--- src/rtl/mem_arbiter_pkg.sv ---
// Shared types and constants for the two-port memory arbiter: FSM states,
// byte-enable encodings and the default access timeout.
package mem_arbiter_pkg;

  typedef enum logic [1:0] {
    ST_IDLE   = 2'd0,
    ST_ACCESS = 2'd1,
    ST_RESP   = 2'd2
  } arb_state_e;

  // Big-endian lanes: the even byte lives on [15:8]
  localparam logic [1:0] BE_NONE = 2'b00;
  localparam logic [1:0] BE_LO   = 2'b01;
  localparam logic [1:0] BE_HI   = 2'b10;
  localparam logic [1:0] BE_WORD = 2'b11;

  localparam int TIMEOUT_DEFAULT = 255;

endpackage

--- src/rtl/mem_arbiter_if.sv ---
// Shared memory bus between the arbiter (master) and the memory (slave).
// Signal suffixes are given from the arbiter's point of view.
interface mem_arbiter_if;
  logic [23:0] mem_addr_o;
  logic        mem_re_o;
  logic        mem_we_o;
  logic [1:0]  mem_be_o;
  logic [15:0] mem_data_o;
  logic [15:0] mem_data_i;
  logic        mem_ready_i;

  modport master (
    output mem_addr_o, mem_re_o, mem_we_o, mem_be_o, mem_data_o,
    input  mem_data_i, mem_ready_i
  );

  modport slave (
    input  mem_addr_o, mem_re_o, mem_we_o, mem_be_o, mem_data_o,
    output mem_data_i, mem_ready_i
  );
endinterface

--- src/rtl/mem_lane_steer.sv ---
// Combinational byte-lane steering for the 16-bit big-endian bus: byte
// enables, write-lane replication and read-lane extraction.
module mem_lane_steer
  import mem_arbiter_pkg::*;
(
  input  logic        word_i,
  input  logic        addr0_i,
  input  logic [15:0] wdata_i,
  input  logic [15:0] bus_rdata_i,
  output logic [1:0]  be_o,
  output logic [15:0] bus_wdata_o,
  output logic [15:0] rdata_o
);

  always_comb begin
    if (word_i) begin
      be_o        = BE_WORD;
      bus_wdata_o = wdata_i;
      rdata_o     = bus_rdata_i;
    end else begin
      be_o        = addr0_i ? BE_LO : BE_HI;
      // The byte goes on both lanes so the enable alone picks the target
      bus_wdata_o = {wdata_i[7:0], wdata_i[7:0]};
      rdata_o     = {8'h00, (addr0_i ? bus_rdata_i[7:0] : bus_rdata_i[15:8])};
    end
  end

endmodule

--- src/rtl/mem_arbiter.sv ---
// Two-port (fetch/data) arbiter onto one memory bus with wait-state timeout.
// Define MEM_ARB_ROUND_ROBIN_EN for round-robin; default is data-over-fetch priority.
module mem_arbiter
  import mem_arbiter_pkg::*;
#(
  parameter int TIMEOUT = TIMEOUT_DEFAULT
) (
  input  logic        clk,
  input  logic        rst_n,
  input  logic        if_req_i,
  input  logic [23:0] if_addr_i,
  output logic        if_ack_o,
  output logic [15:0] if_rdata_o,
  input  logic        d_req_i,
  input  logic        d_we_i,
  input  logic        d_word_i,
  input  logic [23:0] d_addr_i,
  input  logic [15:0] d_wdata_i,
  output logic        d_ack_o,
  output logic [15:0] d_rdata_o,
  output logic        err_o,
  output logic        busy_o,
  mem_arbiter_if.master mem
);

  arb_state_e  state_q;
  logic [7:0]  cnt_q;
  logic        gnt_data_q;
  logic        re_q, we_q, if_ack_q, d_ack_q, err_q, busy_q;
  logic [1:0]  be_q;
  logic [23:0] addr_q;
  logic [15:0] wdata_q, if_rdata_q, d_rdata_q;

  logic        pick_data_d, sel_data_d, timeout_d, d_write_d;
  logic [1:0]  steer_be;
  logic [15:0] steer_wdata, steer_rdata;

`ifdef MEM_ARB_ROUND_ROBIN_EN
  logic last_data_q;

  // Resets to "fetch served last" so data wins the first tie
  always_ff @(posedge clk or negedge rst_n) begin
    if (!rst_n)                 last_data_q <= 1'b0;
    else if (state_q == ST_RESP) last_data_q <= gnt_data_q;
  end

  assign pick_data_d = d_req_i && (!if_req_i || !last_data_q);
`else
  assign pick_data_d = d_req_i;
`endif

  // In IDLE steer the candidate; afterwards the granted port's held operands
  assign sel_data_d = (state_q == ST_IDLE) ? pick_data_d : gnt_data_q;
  assign d_write_d  = pick_data_d && d_we_i;
  assign timeout_d  = (cnt_q == 8'(TIMEOUT - 1));

  mem_lane_steer u_steer (
    .word_i      (sel_data_d ? d_word_i : 1'b1),
    .addr0_i     (sel_data_d ? d_addr_i[0] : if_addr_i[0]),
    .wdata_i     (d_wdata_i),
    .bus_rdata_i (mem.mem_data_i),
    .be_o        (steer_be),
    .bus_wdata_o (steer_wdata),
    .rdata_o     (steer_rdata)
  );

  always_ff @(posedge clk or negedge rst_n) begin
    if (!rst_n) begin
      state_q    <= ST_IDLE;
      cnt_q      <= '0;
      gnt_data_q <= 1'b0;
      re_q       <= 1'b0;
      we_q       <= 1'b0;
      be_q       <= BE_NONE;
      addr_q     <= '0;
      wdata_q    <= '0;
      if_ack_q   <= 1'b0;
      d_ack_q    <= 1'b0;
      err_q      <= 1'b0;
      busy_q     <= 1'b0;
      if_rdata_q <= '0;
      d_rdata_q  <= '0;
    end else begin
      if_ack_q <= 1'b0;
      d_ack_q  <= 1'b0;
      err_q    <= 1'b0;
      case (state_q)
        ST_IDLE: begin
          if (if_req_i || d_req_i) begin
            state_q    <= ST_ACCESS;
            busy_q     <= 1'b1;
            cnt_q      <= '0;
            gnt_data_q <= pick_data_d;
            addr_q     <= pick_data_d ? d_addr_i : if_addr_i;
            we_q       <= d_write_d;
            re_q       <= !d_write_d;
            be_q       <= steer_be;
            wdata_q    <= d_write_d ? steer_wdata : '0;
          end
        end
        ST_ACCESS: begin
          if (mem.mem_ready_i || timeout_d) begin
            state_q  <= ST_RESP;
            re_q     <= 1'b0;
            we_q     <= 1'b0;
            be_q     <= BE_NONE;
            err_q    <= !mem.mem_ready_i;
            if_ack_q <= !gnt_data_q;
            d_ack_q  <= gnt_data_q;
            // A completed write leaves the data-port read register untouched
            if (!gnt_data_q)
              if_rdata_q <= mem.mem_ready_i ? steer_rdata : '0;
            else if (!we_q || !mem.mem_ready_i)
              d_rdata_q <= mem.mem_ready_i ? steer_rdata : '0;
          end else begin
            cnt_q <= cnt_q + 8'd1;
          end
        end
        ST_RESP: begin
          state_q <= ST_IDLE;
          busy_q  <= 1'b0;
        end
        default: state_q <= ST_IDLE;
      endcase
    end
  end

  assign if_ack_o       = if_ack_q;
  assign d_ack_o        = d_ack_q;
  assign err_o          = err_q;
  assign busy_o         = busy_q;
  assign if_rdata_o     = if_rdata_q;
  assign d_rdata_o      = d_rdata_q;
  assign mem.mem_addr_o = addr_q;
  assign mem.mem_re_o   = re_q;
  assign mem.mem_we_o   = we_q;
  assign mem.mem_be_o   = be_q;
  assign mem.mem_data_o = wdata_q;

endmodule
--- src/flat_wrapper.sv ---
// flat-port wrapper written by rule: the top's interface ports become plain ports
module mem_arbiter_flat import mem_arbiter_pkg::*;
#(
  parameter int TIMEOUT = TIMEOUT_DEFAULT
)
  (clk, rst_n, if_req_i, if_addr_i, if_ack_o, if_rdata_o, d_req_i, d_we_i, d_word_i, d_addr_i, d_wdata_i, d_ack_o, d_rdata_o, err_o, busy_o, mem_mem_addr_o, mem_mem_re_o, mem_mem_we_o, mem_mem_be_o, mem_mem_data_o, mem_mem_data_i, mem_mem_ready_i);
  mem_arbiter_if mem_i ();
  input  logic clk;
  input  logic rst_n;
  input  logic if_req_i;
  input  logic [23:0] if_addr_i;
  output logic if_ack_o;
  output logic [15:0] if_rdata_o;
  input  logic d_req_i;
  input  logic d_we_i;
  input  logic d_word_i;
  input  logic [23:0] d_addr_i;
  input  logic [15:0] d_wdata_i;
  output logic d_ack_o;
  output logic [15:0] d_rdata_o;
  output logic err_o;
  output logic busy_o;
  output wire logic [$bits(mem_i.mem_addr_o)-1:0] mem_mem_addr_o;
  output wire logic [$bits(mem_i.mem_re_o)-1:0] mem_mem_re_o;
  output wire logic [$bits(mem_i.mem_we_o)-1:0] mem_mem_we_o;
  output wire logic [$bits(mem_i.mem_be_o)-1:0] mem_mem_be_o;
  output wire logic [$bits(mem_i.mem_data_o)-1:0] mem_mem_data_o;
  input wire logic [$bits(mem_i.mem_data_i)-1:0] mem_mem_data_i;
  input wire logic [$bits(mem_i.mem_ready_i)-1:0] mem_mem_ready_i;
  assign mem_mem_addr_o = mem_i.mem_addr_o;
  assign mem_mem_re_o = mem_i.mem_re_o;
  assign mem_mem_we_o = mem_i.mem_we_o;
  assign mem_mem_be_o = mem_i.mem_be_o;
  assign mem_mem_data_o = mem_i.mem_data_o;
  assign mem_i.mem_data_i = mem_mem_data_i;
  assign mem_i.mem_ready_i = mem_mem_ready_i;
  mem_arbiter #(.TIMEOUT(TIMEOUT)) u_core (.clk(clk), .rst_n(rst_n), .if_req_i(if_req_i), .if_addr_i(if_addr_i), .if_ack_o(if_ack_o), .if_rdata_o(if_rdata_o), .d_req_i(d_req_i), .d_we_i(d_we_i), .d_word_i(d_word_i), .d_addr_i(d_addr_i), .d_wdata_i(d_wdata_i), .d_ack_o(d_ack_o), .d_rdata_o(d_rdata_o), .err_o(err_o), .busy_o(busy_o), .mem(mem_i));
endmodule
--- config.mk ---
export PLATFORM = sky130hd
export DESIGN_NAME = mem_arbiter_flat
export DESIGN_NICKNAME = d
export VERILOG_FILES = /design/src/rtl/mem_arbiter_pkg.sv /design/src/rtl/mem_arbiter_if.sv /design/src/rtl/mem_lane_steer.sv /design/src/rtl/mem_arbiter.sv /design/src/flat_wrapper.sv
export SDC_FILE = /design/constraint.sdc
export NUM_CORES = 1
export LEC_CHECK = 0
export ABC_AREA = 1
export BUFFER_PORTS_ARGS = -buffer_cell sky130_fd_sc_hd__buf_2
export CORE_ASPECT_RATIO = 0.6
export CORE_MARGIN = 1
export CORE_UTILIZATION = 50
export CTS_CLUSTER_DIAMETER = 120
export DETAILED_ROUTE_END_ITERATION = 10
export HOLD_SLACK_MARGIN = 0.1
export PLACE_DENSITY = 0.91
export SETUP_SLACK_MARGIN = 0.5
export SYNTH_ARGS = -nofsm -noshare
export SYNTH_HDL_FRONTEND = slang
export SYNTH_HIERARCHICAL = 1
export SYNTH_SLANG_ARGS = --single-unit
--- constraint.sdc ---
create_clock -name clk -period 1.85 [get_ports clk]
set_input_delay 0.37 -clock clk [delete_from_list [all_inputs] [get_ports clk]]
set_output_delay 0.37 -clock clk [all_outputs]
set_load 0.03 [all_outputs]
==> run metrics, run 1 <==
post-synthesis cell type count=27; DRT Pass-1 Iters=8; Routed Antenna Nets=0; CP delay by family, top=simple AND/OR/NAND/NOR gates; Leak=3.65 nW; Tmin final=1.88 ns; critical path endpoint category=flip-flop; Vias=4891; post-DR vias/cell=5.66; data arrival time of the worst path=2.15 ns; die footprint=0.00934 mm2; Total Wirelength=16400 um; Die Ht=75.3 um; Power Density=1800 mW/mm2; Hold WS=0.276 ns; Root Buffer=clkbuf_16; Synth area leader=dfrtp_1; I/O pin cnt=167; GRT overflow=0; Required @ worst endpoint=2.11 ns; Port-buffer cells=166; Setup crit start kind=flip-flop; DRC=0; Seq/Total Area, Yosys=50.9%; # diodes=0; fin nets=836; CP peak stage delay=0.43 ns; GRT Overall Usage=29.5%; worst slack, placed=0.153 ns; pin count of the biggest net entering global routing=65; HP Class=input port to flip-flop; Critical Path Fanout Max=8; Yosys top cell area share=50.9%; Power Total=12.1 mW; final setup vio count=1; EDFF count, synth=0; clk_skew=0.0104 ns; leading post-synthesis cells by cell area=dfrtp_1, nand2_1, o21ai_0, o21ai_2, inv_1; H-tree Lvls=3; die width=124 um; row count=26; routability cong.=0.855; Mapped Cells=543; routed len/inst=19.0 um; Syn Area/Cell=8.24 um2; Max Freq=531 MHz; design area=0.00670 mm2; CTS Sinks=91; vias in the first global route=4202; Hold Vio Cnt, Final=0; share of cells above drive strength 1=47.7%; HPWL after detailed placement=8480 um; post-route setup slack=-0.0349 ns; status=complete, but fails checks; max-cap check violation count=0; first-pass GRT wire length=20400 um; Area after DPL=0.00538 mm2; failing checks=setup timing; Worst path most repeated cell=nand2_2; Final period util=102%; Post-synth top flop=dfrtp_1; relative slew slack=70.7%; Skew-Pair Late Insertion Delay=0.34 ns; Synthesis Warnings=6; CTS buffer count=9; Slew @ Worst Pin=0.437 ns; area added between synthesis and finish=49.7%; Setup TNS=-0.0349 ns; Net Count, Synth=632; CP max-delay cell=dfrtp_1; Max IR drop VDD=946 uV; CTS tree=built; synthesized area=0.00447 mm2; worst-path cell chain=nor2_4 -> nand2_2 -> o21ai_4 -> nand2_2 -> buf_12 -> nor2_8 -> buf_6 -> nand2_4 -> nand2_2 -> nand2_2 -> o21ai_2; flop and latch count out of synthesis=91; Clock Tree Buf Depth=2; CORE AREA=0.00859 mm2; crit path kind=flip-flop to flip-flop; initial drt markers=595; async set-reset flop share out of synthesis=100%; initial antenna violation count=0; max-slew violation count=0; clock slew seen by the registers of the worst setup and hold paths=0.07 ns; starting density of the core=52.1%; RSZ-0062 raised after global routing=yes; WP buf/inv=2
worst register-to-register path, stage by stage (launching register included):
cell and delay, ns:
dfrtp_1 0.43, nor2_4 0.23, nand2_2 0.11, o21ai_4 0.09
nand2_2 0.10, buf_12 0.16, nor2_8 0.14, buf_6 0.16
nand2_4 0.06, nand2_2 0.07, nand2_2 0.08, o21ai_2 0.18
cell usage in the layout (no fill, tap or decap), types with 2 or more instances in the layout:
master	synthesis	final
buf_12	0	11
buf_16	0	3
buf_2	8	163
buf_4	10	25
buf_6	7	19
bufinv_16	0	2
clkbuf_16	0	16
clkbuf_8	0	2
clkinv_2	0	3
dfrtp_1	91	89
dfrtp_2	0	2
inv_1	43	38
inv_2	7	10
nand2_1	209	172
nand2_2	4	34
nand2_4	1	7
nand3_1	31	24
nand3_2	0	5
nand3_4	2	4
nor2_1	7	4
nor2_2	0	2
nor2_4	2	3
o21ai_0	58	38
o21ai_1	13	21
o21ai_2	29	39
o21ai_4	0	2
worst paths after layout:
kind	slack [ns]	cells after the start	to	start
min reg2reg	0.48	2	u_core/mem.mem_data_o[9]$_DFFE_PN0P_	u_core/mem.mem_data_o[9]$_DFFE_PN0P_
max	-0.03	11	u_core/d_rdata_o[3]$_DFFE_PN0P_	u_core/state_q[1]$_DFFE_PN0P_
min in group asynchronous	0.58	3	u_core/mem.mem_addr_o[15]$_DFFE_PN0P_	rst_n
max reg2reg	-0.03	11	u_core/d_rdata_o[3]$_DFFE_PN0P_	u_core/state_q[1]$_DFFE_PN0P_
max in group asynchronous	0.98	3	u_core/mem.mem_we_o$_DFFE_PN0P_	rst_n
min	0.28	3	u_core/mem.mem_data_o[5]$_DFFE_PN0P_	d_wdata_i[5]
Yosys cell counts (8+ instances only):
cell	count
o21ai_2	29
nand3_1	31
inv_1	43
nand2_1	209
clkbuf_1	10
dfrtp_1	91
buf_4	10
o21ai_0	58
o21ai_1	13
buf_2	8
state kept, by name (all words and copies together) (netlist names):
register,count
u_core/busy_o,1
u_core/cnt_q,8
u_core/d_ack_o,1
u_core/d_rdata_o,16
u_core/err_o,1
u_core/gnt_data_q,1
u_core/if_ack_o,1
u_core/if_rdata_o,16
u_core/mem.mem_addr_o,24
u_core/mem.mem_be_o,2
u_core/mem.mem_data_o,16
u_core/mem.mem_re_o,1
u_core/mem.mem_we_o,1
u_core/state_q,2
kinds of logic after synthesis:
| family | Yosys count | synth area share (%) |
|---|---|---|
| buffers and inverters | 87 | 9.79 |
| xor gates and xnor gates | 2 | 0.392 |
| DFF | 91 | 50.9 |
| AOI/OAI and AO/OA | 102 | 13.9 |
| adders and majority gates | 2 | 0.560 |
| and+or+nand+nor | 259 | 24.4 |
stage by stage:
step | util [%] | cells
floorplan | - | 543
detailed placement | 62.7 | 797
finish | 78.0 | 864
global placement | 62.7 | 797
CTS | 71.0 | 834
global route | 78.0 | 864
power breakdown:
part / internal (mW) / switching [mW] / leakage (nW) / total [mW]
sequential: 2.81 / 0.547 / 1.17 / 3.35
combinational: 2.52 / 4.20 / 2.31 / 6.72
clock: 1.25 / 0.758 / 0.165 / 2.01
total: 6.57 / 5.50 / 3.65 / 12.1
routing by layer:
layer / share of wire, % / wire length, um / GRT usage (%) / vias to the layer above
met2: 46 / 7630 / 49.0 / 387
met4: 5.8 / 951 / 15.3 / 0
met3: 10 / 1710 / 8.41 / 108
met1: 37 / 6130 / 35.7 / 2284
met5: 0 / 0 / 0 / -
li1: - / - / - / 2112
final cells by class:
class,count,area [um2]
sequential,91,2280
clock buffer,11,253
fill,515,1890
inverter,50,195
clock inverter,5,75.1
tap,112,140
timing repair buffer,230,1710
multi-input combinational,365,2040
repair_timing:
action	4_1_cts	5_1_grt
gates cloned	4	11
gates resized for setup	50	71
setup endpoints to repair	56	87
buffers inserted	16	19
hold buffers	1	0
endpoints found under the hold margin	91	0
pin swaps	12	14
No activity file was read; power rests on OpenSTA's default activity.
==> run 2, diff against run 1 <==
Settings changed: REMOVE_ABC_BUFFERS set to 1.
==> run 2 against run 1 <==
The flow still finishes with violations (setup timing). Sequential share of layout area shrank 2.9 points. Utilization increased by 7.3 points. Largest power group unchanged. Clock-buffer cell count did not move. Critical endpoint is now u_core/d_rdata_o[0]$_DFFE_PN0P_.
==> run metrics, run 2 (synthesis results as in run 1) <==
leading cell type in the layout, fill and taps excluded=buf_2; Leak=3.92 nW; CP peak stage delay=0.48 ns; status=complete, but fails checks; Critical Path Fanout Max=6; CTS buffer count=9; Power Total=13.9 mW; data arrival time of the worst path=2.23 ns; Root Buffer=clkbuf_16; max-slew violation count=0; Port-buffer cells=166; Tmin final=1.98 ns; CP delay by family, top=simple AND/OR/NAND/NOR gates; Power Density=1900 mW/mm2; critical path endpoint category=flip-flop; final core occ=85.3%; CP max-delay cell=dfrtp_1; CTS Sinks=91; fin nets=843; Multi-input gate area=0.00243 mm2; routability cong.=0.868; Required @ worst endpoint=2.10 ns; area added between synthesis and finish=63.8%; Setup TNS=-0.753 ns; vias in the first global route=4435; row count=26; Max IR drop VDD=841 uV; FF-to-FF setup slack=-0.13 ns; die footprint=0.00934 mm2; HP Class=input port to flip-flop; Max Freq=504 MHz; hold depth=3; fill cell count=343; clock slew seen by the registers of the worst setup and hold paths=0.08 ns; I/O pin cnt=167; Skew-Pair Late Insertion Delay=0.36 ns; worst slack, placed=0.0669 ns; WP buf/inv=2; post-DR vias/cell=6.35; met2 Usage GRT=53.0%; DRT Pass-1 Iters=5; WP depth=10; most frequent cells in the layout=buf_2, nand2_1, dfrtp_1, o21ai_2, nand2_2; Clock Tree Buf Depth=2; Register Area=0.00228 mm2; Die Ht=75.3 um; clk_skew=0.0152 ns; crit path kind=flip-flop to flip-flop; Area after DPL=0.00541 mm2; share of cells above drive strength 1=57.6%; starting density of the core=52.1%; Total Wirelength=21600 um; relative slew slack=60.3%; Most Crowded Layer GR=met2; die width=124 um; max reg flops=24; H-tree Lvls=3; Setup crit start kind=flip-flop; failing checks=setup timing; first-pass GRT wire length=22400 um; design area=0.00732 mm2; RSZ-0062 raised after global routing=yes; CTS tree=built; Hold Vio Cnt, Final=0; initial drt markers=762; Final period util=107%; pin count of the biggest net entering global routing=42; final std cells w/o fill=872; GR Layer Usage met3=9.70%; routed len/inst=24.8 um; max-cap check violation count=0; Vias=5536; GRT Overall Usage=33.1%; worst-path cell chain=nor2_4 -> buf_6 -> o21ai_4 -> nand2_2 -> buf_12 -> nor2_8 -> nand2_1 -> nand2_1 -> nand2_2 -> o21ai_2; Routed Antenna Nets=0; post-route setup slack=-0.135 ns; DP Cell Count=801; final setup vio count=19; GRT overflow=0; Hold WS=0.279 ns; Slew @ Worst Pin=0.595 ns; CORE AREA=0.00859 mm2; HPWL after detailed placement=8670 um; R2R depth=10; met1 Track Usage GR=41.9%; DRC=0; initial antenna violation count=2
run 2: changes by cell type in the layout (fill, tap and decap cells not counted), moves of 7 or more:
cell     delta
o21ai_0    -10
nand2_4    +34
nand2_1    -50
o21ai_2    +21
nand2_2    +16
buf_6       -7
o21ai_1    -11
buf_16      +8
run 2: path summary, 6_finish.rpt:
path	start	to
max	u_core/state_q[1]$_DFFE_PN0P_	u_core/d_rdata_o[0]$_DFFE_PN0P_
max in group asynchronous	rst_n	u_core/if_rdata_o[13]$_DFFE_PN0P_
min	d_wdata_i[7]	u_core/mem.mem_data_o[7]$_DFFE_PN0P_
min reg2reg	u_core/mem.mem_data_o[7]$_DFFE_PN0P_	u_core/mem.mem_data_o[7]$_DFFE_PN0P_
max reg2reg	u_core/state_q[1]$_DFFE_PN0P_	u_core/d_rdata_o[0]$_DFFE_PN0P_
min in group asynchronous	rst_n	u_core/state_q[1]$_DFFE_PN0P_
run 2: power breakdown:
part,internal [mW],switching (mW),total (mW)
logic,3.23,5.05,8.29
clock network,1.09,0.857,1.95
registers,2.80,0.857,3.66
total,7.13,6.77,13.9
run 2: area by class of cell:
class                   instances  area share, %
diodes                          1         0.0342
clock buffers                  11           3.31
clock inverters                 5          0.837
inverters                      50           2.84
multi-input cells             367           33.2
flip-flops and latches         91           31.1
well taps                     112           1.91
repair buffers                234           26.6
repair inverters                1          0.154
run 2: tightest hold or removal path, cell delays in order:
cell     delay, ns
buf_2         0.09
nand3_1       0.07
nand2_1       0.06
run 2: per-layer routing:
| metal | up-vias | wire, um |
|---|---|---|
| li1 | 2154 | - |
| met1 | 2573 | 7410 |
| met2 | 622 | 9460 |
| met3 | 185 | 3250 |
| met4 | 2 | 1490 |
| met5 | - | 15 |
run 2: repair_timing:
action	CTS	global route
endpoints found under the setup margin	82	98
hold buffers	1	0
setup buffers	18	14
pin swaps	29	49
cloned	15	6
gates resized for setup	105	173
hold endpoints to repair	38	0
